### config.mk
export PLATFORM = sky130hd
export DESIGN_NAME = dgate_mac_seq
export DESIGN_NICKNAME = d
export VERILOG_FILES = /design/src/rtl/dgate_mac_seq.sv
export SDC_FILE = /design/constraint.sdc
export NUM_CORES = 2
export LEC_CHECK = 0
export CORE_ASPECT_RATIO = 0.5
export CORE_MARGIN = 1
export CORE_UTILIZATION = 58
export DETAILED_ROUTE_END_ITERATION = 10
export PLACE_DENSITY_LB_ADDON = 0.08
export SYNTH_ARGS = -nofsm -noshare
export SYNTH_HDL_FRONTEND = slang
export SYNTH_SLANG_ARGS = --single-unit
### constraint.sdc
create_clock -name clk -period 10.8 [get_ports clk]
set_clock_uncertainty 0.05 [all_clocks]
set_input_delay 2.7 -clock clk [delete_from_list [all_inputs] [get_ports clk]]
set_output_delay 2.7 -clock clk [all_outputs]
set_load 0.02 [all_outputs]
### src/rtl/dgate_mac_seq.sv
// dgate_mac_seq
//   Back-propagation MAC stage that sits after the LSTM delta unit. One
//   timestep's N_IN gate deltas are buffered. Then, for each output j, the stage
//   streams weights w[k*N_OUT+j] for k=0..N_IN-1 and accumulates the
//   fixed-point products. Each saturated result is written out with its
//   address j.
//
// Ports
//   clk          rising-edge clock
//   rst          synchronous reset, active low
//   i_start      pulse that begins a timestep (taken in IDLE only)
//   i_dgate_vld  i_dgate valid (taken in LOAD only)
//   i_dgate      gate delta, arrives in order k=0..N_IN-1
//   o_w_addr     weight memory read address (holds between issues)
//   i_w          weight read data, one cycle after o_w_addr
//   o_wr         result write strobe
//   o_wr_addr    result address j
//   o_wr_data    saturated result
//   o_busy       high in every state except IDLE
//   o_done       one-cycle pulse after the last write
//   o_dbg_state  current FSM state (debug visibility)
//
// Handshake: i_dgate is consumed on every clock edge at which the FSM is in
// LOAD and i_dgate_vld is high. There is no backpressure, so the producer
// never waits. o_wr is a one-cycle strobe with no ready signal. o_wr_addr and
// o_wr_data are only meaningful while o_wr is high, and read 0 otherwise.
module dgate_mac_seq #(
  parameter int WIDTH = 24,
  parameter int FRAC  = 20,
  parameter int N_IN  = 32,
  parameter int N_OUT = 8,
  parameter int GUARD = 8,
  parameter int AW    = 12
) (
  input  logic             clk,
  input  logic             rst,
  input  logic             i_start,
  input  logic             i_dgate_vld,
  input  logic [WIDTH-1:0] i_dgate,
  output logic [AW-1:0]    o_w_addr,
  input  logic [WIDTH-1:0] i_w,
  output logic             o_wr,
  output logic [AW-1:0]    o_wr_addr,
  output logic [WIDTH-1:0] o_wr_data,
  output logic             o_busy,
  output logic             o_done,
  output logic [2:0]       o_dbg_state
);

  localparam int ACCW = WIDTH + GUARD;
  localparam int KW   = (N_IN  > 1) ? $clog2(N_IN)  : 1;
  localparam int JW   = (N_OUT > 1) ? $clog2(N_OUT) : 1;

  localparam logic [KW-1:0] K_LAST = KW'(N_IN - 1);
  localparam logic [JW-1:0] J_LAST = JW'(N_OUT - 1);
  localparam logic [AW-1:0] W_STEP = AW'(N_OUT);

  typedef enum logic [2:0] {
    S_IDLE  = 3'd0,
    S_LOAD  = 3'd1,
    S_MAC   = 3'd2,
    S_DRAIN = 3'd3,
    S_WRITE = 3'd4,
    S_DONE  = 3'd5
  } state_t;

  state_t                  r_state;
  state_t                  w_next;
  logic [KW-1:0]           r_k;
  logic [KW-1:0]           r_kp;     // k of the issue made last cycle
  logic                    r_issue;  // a weight read was issued last cycle
  logic [JW-1:0]           r_j;
  logic [AW-1:0]           r_w_addr;
  logic signed [ACCW-1:0]  r_acc;
  logic [WIDTH-1:0]        r_buf [N_IN];

  logic                    w_k_last;
  logic                    w_j_last;
  logic [JW-1:0]           w_j_inc;
  logic signed [WIDTH-1:0]   w_dg;
  logic signed [WIDTH-1:0]   w_wt;
  logic signed [2*WIDTH-1:0] w_prod;
  logic signed [ACCW-1:0]    w_term;
  logic                      w_ovf;
  logic [WIDTH-1:0]          w_sat;

  assign w_k_last = (r_k == K_LAST);
  assign w_j_last = (r_j == J_LAST);
  assign w_j_inc  = r_j + JW'(1);

  // Product of the buffered delta and the weight returned for last cycle's
  // issue. The arithmetic shift rounds toward minus infinity.
  assign w_dg   = r_buf[r_kp];
  assign w_wt   = i_w;
  assign w_prod = w_dg * w_wt;
  assign w_term = ACCW'(w_prod >>> FRAC);

  // Overflow when the guard bits plus the result sign bit are not all equal.
  assign w_ovf = (r_acc[ACCW-1:WIDTH-1] != {(GUARD+1){r_acc[ACCW-1]}});
  assign w_sat = !w_ovf        ? r_acc[WIDTH-1:0] :
                 r_acc[ACCW-1] ? {1'b1, {(WIDTH-1){1'b0}}} :
                                 {1'b0, {(WIDTH-1){1'b1}}};

  // FSM state register
  always_ff @(posedge clk) begin
    if (!rst) r_state <= S_IDLE;
    else      r_state <= w_next;
  end

  // FSM next-state logic
  always_comb begin
    w_next = r_state;
    case (r_state)
      S_IDLE:  if (i_start) w_next = S_LOAD;
      S_LOAD:  if (i_dgate_vld && w_k_last) w_next = S_MAC;
      S_MAC:   if (w_k_last) w_next = S_DRAIN;
      S_DRAIN: w_next = S_WRITE;
      S_WRITE: w_next = w_j_last ? S_DONE : S_MAC;
      S_DONE:  w_next = S_IDLE;
      default: w_next = S_IDLE;
    endcase
  end

  // Datapath: buffer, counters, address generator and accumulator
  always_ff @(posedge clk) begin
    if (!rst) begin
      r_k      <= '0;
      r_kp     <= '0;
      r_issue  <= 1'b0;
      r_j      <= '0;
      r_w_addr <= '0;
      r_acc    <= '0;
      for (int i = 0; i < N_IN; i++) r_buf[i] <= '0;
    end else begin
      r_issue <= (r_state == S_MAC);
      r_kp    <= r_k;
      // The first product of each output replaces the stale sum.
      if (r_issue) r_acc <= (r_kp == '0) ? w_term : r_acc + w_term;
      case (r_state)
        S_LOAD: begin
          if (i_dgate_vld) begin
            r_buf[r_k] <= i_dgate;
            if (w_k_last) begin
              r_k      <= '0;
              r_j      <= '0;
              r_w_addr <= '0;
            end else begin
              r_k <= r_k + KW'(1);
            end
          end
        end
        S_MAC: begin
          // Address walks k*N_OUT+j by repeated addition of N_OUT.
          if (w_k_last) begin
            r_k <= '0;
          end else begin
            r_k      <= r_k + KW'(1);
            r_w_addr <= r_w_addr + W_STEP;
          end
        end
        S_WRITE: begin
          if (!w_j_last) begin
            r_j      <= w_j_inc;
            r_w_addr <= AW'(w_j_inc);
          end
        end
        default: ;
      endcase
    end
  end

  assign o_w_addr    = r_w_addr;
  assign o_wr        = (r_state == S_WRITE);
  assign o_wr_addr   = (r_state == S_WRITE) ? AW'(r_j) : '0;
  assign o_wr_data   = (r_state == S_WRITE) ? w_sat : '0;
  assign o_busy      = (r_state != S_IDLE);
  assign o_done      = (r_state == S_DONE);
  assign o_dbg_state = r_state;

endmodule
==> flow_summary.ini <==
[die]
die_span_x_um = 458.2
core_area_mm2 = 0.1028
dieArea_mm2 = 0.1054
count_of_standard_cell_rows = 83
io_pins = 106
initial_core_util = 0.5870
dieHeight_um = 230.1

[finish]
layout.cell_area.non_filler_mm2 = 0.07082
synthToLayoutAreaGrowth_pct = 17.35
fill_cells = 7363
share_of_final_layout_standard_cells_stronger_than_drive_strength_1 = 0.2109
fin_nets = 6288
mostFrequentLayoutCell = sky130_fd_sc_hd__and2_1
most-common-layout-cells = 964 x sky130_fd_sc_hd__and2_1, 768 x sky130_fd_sc_hd__edfxtp_1, 657 x sky130_fd_sc_hd__inv_1
fin_util = 0.6888

[synth]
synth_cells = 5026
yosys.cell_types.count = 69
synth.yosys.warnings = 0
synth.ff_latch_count = 829
synthesis.area_mm2 = 0.06035
synth_area_per_cell_um2 = 12.01
sequential_cell_area_fraction_in_the_yosys_report = 0.4024
synth_area_leader_cell = sky130_fd_sc_hd__edfxtp_1
synth_top_cell_area_share = 0.3822
synth_flop_cell = sky130_fd_sc_hd__edfxtp_1
async_flop_share = 0
synth_top_cells_by_area = sky130_fd_sc_hd__edfxtp_1 38%, sky130_fd_sc_hd__fa_1 20%, sky130_fd_sc_hd__and2_1 10%
count_of_flip_flops_with_a_built_in_enable_after_synthesis = 768

[clock_network]
cts_tree = yes
clkSlewWorstSetupHoldPaths_ns = 0.07
ctsRootBufferMaster = sky130_fd_sc_hd__clkbuf_16
cts.path.max_buffers = 3
later_pin_clock_latency_in_the_skew_report_ns = 0.68
cts_buffers = 78
clock_tree.htree_level_count = 3
holdBufCountCts = 0
cts.sink_count = 829

[timing]
finalCritPeriodShare = 0.9944
unrepaired_setup_endpoints_after_global_routing = yes
finalSetupViolCount = 0
worstMarginPinSlew_ns = 1.168
hold_viol = 0
maxSlewHeadroom = 0.2190
fin_crit_ns = 10.74
finalSetupTns_ns = 0
fmaxAchievable_mhz = 93.12
final_max_slew_viol_count = 0

[worst_setup_path]
r2r-end = r_acc[31]$_SDFFE_PN0P_
critPathRequiredTime_ns = 11.34
timing.rr.start = r_kp[0]$_SDFF_PN0_
timing.reg2reg.worst_path_depth = 40
path_class = reg2reg
crit_top_cell = sky130_fd_sc_hd__fa_1
worst_path_max_delay_cell = sky130_fd_sc_hd__mux4_2
end_kind = flop
endpoint = r_acc[31]$_SDFFE_PN0P_
regToRegSetupSlack_ns = 0.06
cp-start-kind = flop
timing.critical_path.slowest_cell_delay_ns = 0.56
worst-path-max-fanout = 7
timing.critical_path.arrival_ns = 11.28
critPathLaunch = r_kp[0]$_SDFF_PN0_

[run]
maxCapViolCount = 0

[drt]
ant_nets = 0
drt_first_pass_iters = 9
drt_iter0_drc = 4022
drt-total-wl_mm = 165.0
post_drt_wl_per_cell_um = 24.02
routed_via_density = 5.833
drc = 0
detailroute.via_count = 40086

[global_routing]
grt_first_pass_wirelength_mm = 248.3
grt-ovfl-total = 0
antenna_found_initial = 6
number_of_global_route_vias_before_repair = 41652
grt.total_usage = 0.3157
maximum_number_of_pins_on_one_net_before_global_route_repair = 64

[hold_path]
worstHoldPathType = reg2reg

[place]
detailed_place.area_mm2 = 0.06620
post-dp-hpwl_mm = 111.8
routabilityCongestion = 0.9192
io_buffers = 96

[run_status]
outcome = finished clean
-- layer usage --
metal	track usage	share of wire	up-vias
li1	-	-	17388
met5	0	0	-
met4	0.08421	0.026	0
met3	0.07228	0.10	275
met2	0.5098	0.47	1877
met1	0.4340	0.40	20546
-- kinds of logic (layout without fill, tap and decap cells) --
logic type | count (synthesis) | count (layout) | share of synthesized area
buffers and inverters | 1022 | 1495 | 0.06460
adders and majority gates | 783 | 783 | 0.2379
AOI/OAI and AO/OA | 398 | 398 | 0.04194
and+or+nand+nor | 1650 | 1650 | 0.1498
DFF | 829 | 829 | 0.4024
muxes | 270 | 272 | 0.09276
other | 1 | 12 | 0.00006214
xor gates and xnor gates | 73 | 73 | 0.01059
-- Yosys cell counts, types with 31 or more instances --
master and number:
sky130_fd_sc_hd__dfxtp_1 61, sky130_fd_sc_hd__xor2_1 31, sky130_fd_sc_hd__nor2_1 114, sky130_fd_sc_hd__o21ai_0 107, sky130_fd_sc_hd__and2_1 973, sky130_fd_sc_hd__edfxtp_1 768, sky130_fd_sc_hd__a21oi_1 90, sky130_fd_sc_hd__nand2_1 402
sky130_fd_sc_hd__inv_1 676, sky130_fd_sc_hd__o21a_1 36, sky130_fd_sc_hd__mux4_2 228, sky130_fd_sc_hd__ha_1 176, sky130_fd_sc_hd__a21o_1 67, sky130_fd_sc_hd__clkbuf_1 292, sky130_fd_sc_hd__xnor2_1 42, sky130_fd_sc_hd__fa_1 607
-- worst max-delay path, delay by kind of cell, from the launching register on --
kind,cells,cell delay [ns]
xor+xnor,1,0.16
compound gates,14,2.74
simple gates,2,0.17
fa+ha+maj,9,4.01
flops,1,0.40
mux,4,2.01
buf+inv,10,1.08
-- through the flow --
stage | setup slack (ns) | hold slack [ns] | std cells
after global routing | -0.3095 | 0.4496 | 6870
after detailed placement | -1.165 | 0.4175 | 6638
after floorplan | -0.1928 | 0.3984 | 5034
after global placement | -1.024 | 0.4058 | 6638
after CTS | -0.02791 | 0.4257 | 6816
final | 0.06060 | 0.4160 | 6872
-- cell type report --
class,instances,area [µm²],share of cell area
flip-flops and latches,829,24300,0.3431
multi-input cells,3185,33190,0.4687
well taps,1360,1702,0.02403
diodes,3,7.507,0.0001060
clock inverters,39,548.0,0.007739
clock buffers,97,2033,0.02871
repair buffers,682,6484,0.09156
inverters,677,2547,0.03597
-- how the worst min path moves through the flow --
stage / start / slack, ns / cells after the start / end
final: o_w_addr[2]$_SDFFE_PN0P_ / 0.42 / 2 / o_w_addr[2]$_SDFFE_PN0P_
after global routing: o_w_addr[2]$_SDFFE_PN0P_ / 0.45 / 2 / o_w_addr[2]$_SDFFE_PN0P_
after CTS: o_w_addr[2]$_SDFFE_PN0P_ / 0.43 / 2 / o_w_addr[2]$_SDFFE_PN0P_
after detailed placement: o_w_addr[2]$_SDFFE_PN0P_ / 0.42 / 2 / o_w_addr[2]$_SDFFE_PN0P_
after global placement: o_w_addr[1]$_SDFFE_PN0P_ / 0.41 / 2 / o_w_addr[1]$_SDFFE_PN0P_
after floorplan: r_j[1]$_SDFFE_PN0P_ / 0.40 / 2 / r_j[1]$_SDFFE_PN0P_
-- sequential cells by signal, indices dropped and copies added, names as in the netlist --
name,count
r_k,5
o_dbg_state,3
r_acc,32
r_buf,768
r_j,3
r_issue,1
o_w_addr,12
r_kp,5
-- timing repair --
action                     CTS  global route
cloned                       8             8
pin swaps                   31            98
gates resized for setup     81           194
buffers inserted            34            48
setup endpoints to repair   16            17
Power is left out: the tool's default activity adds up to more than one toggle a clock period on the data nets, which glitch-free logic cannot reach.
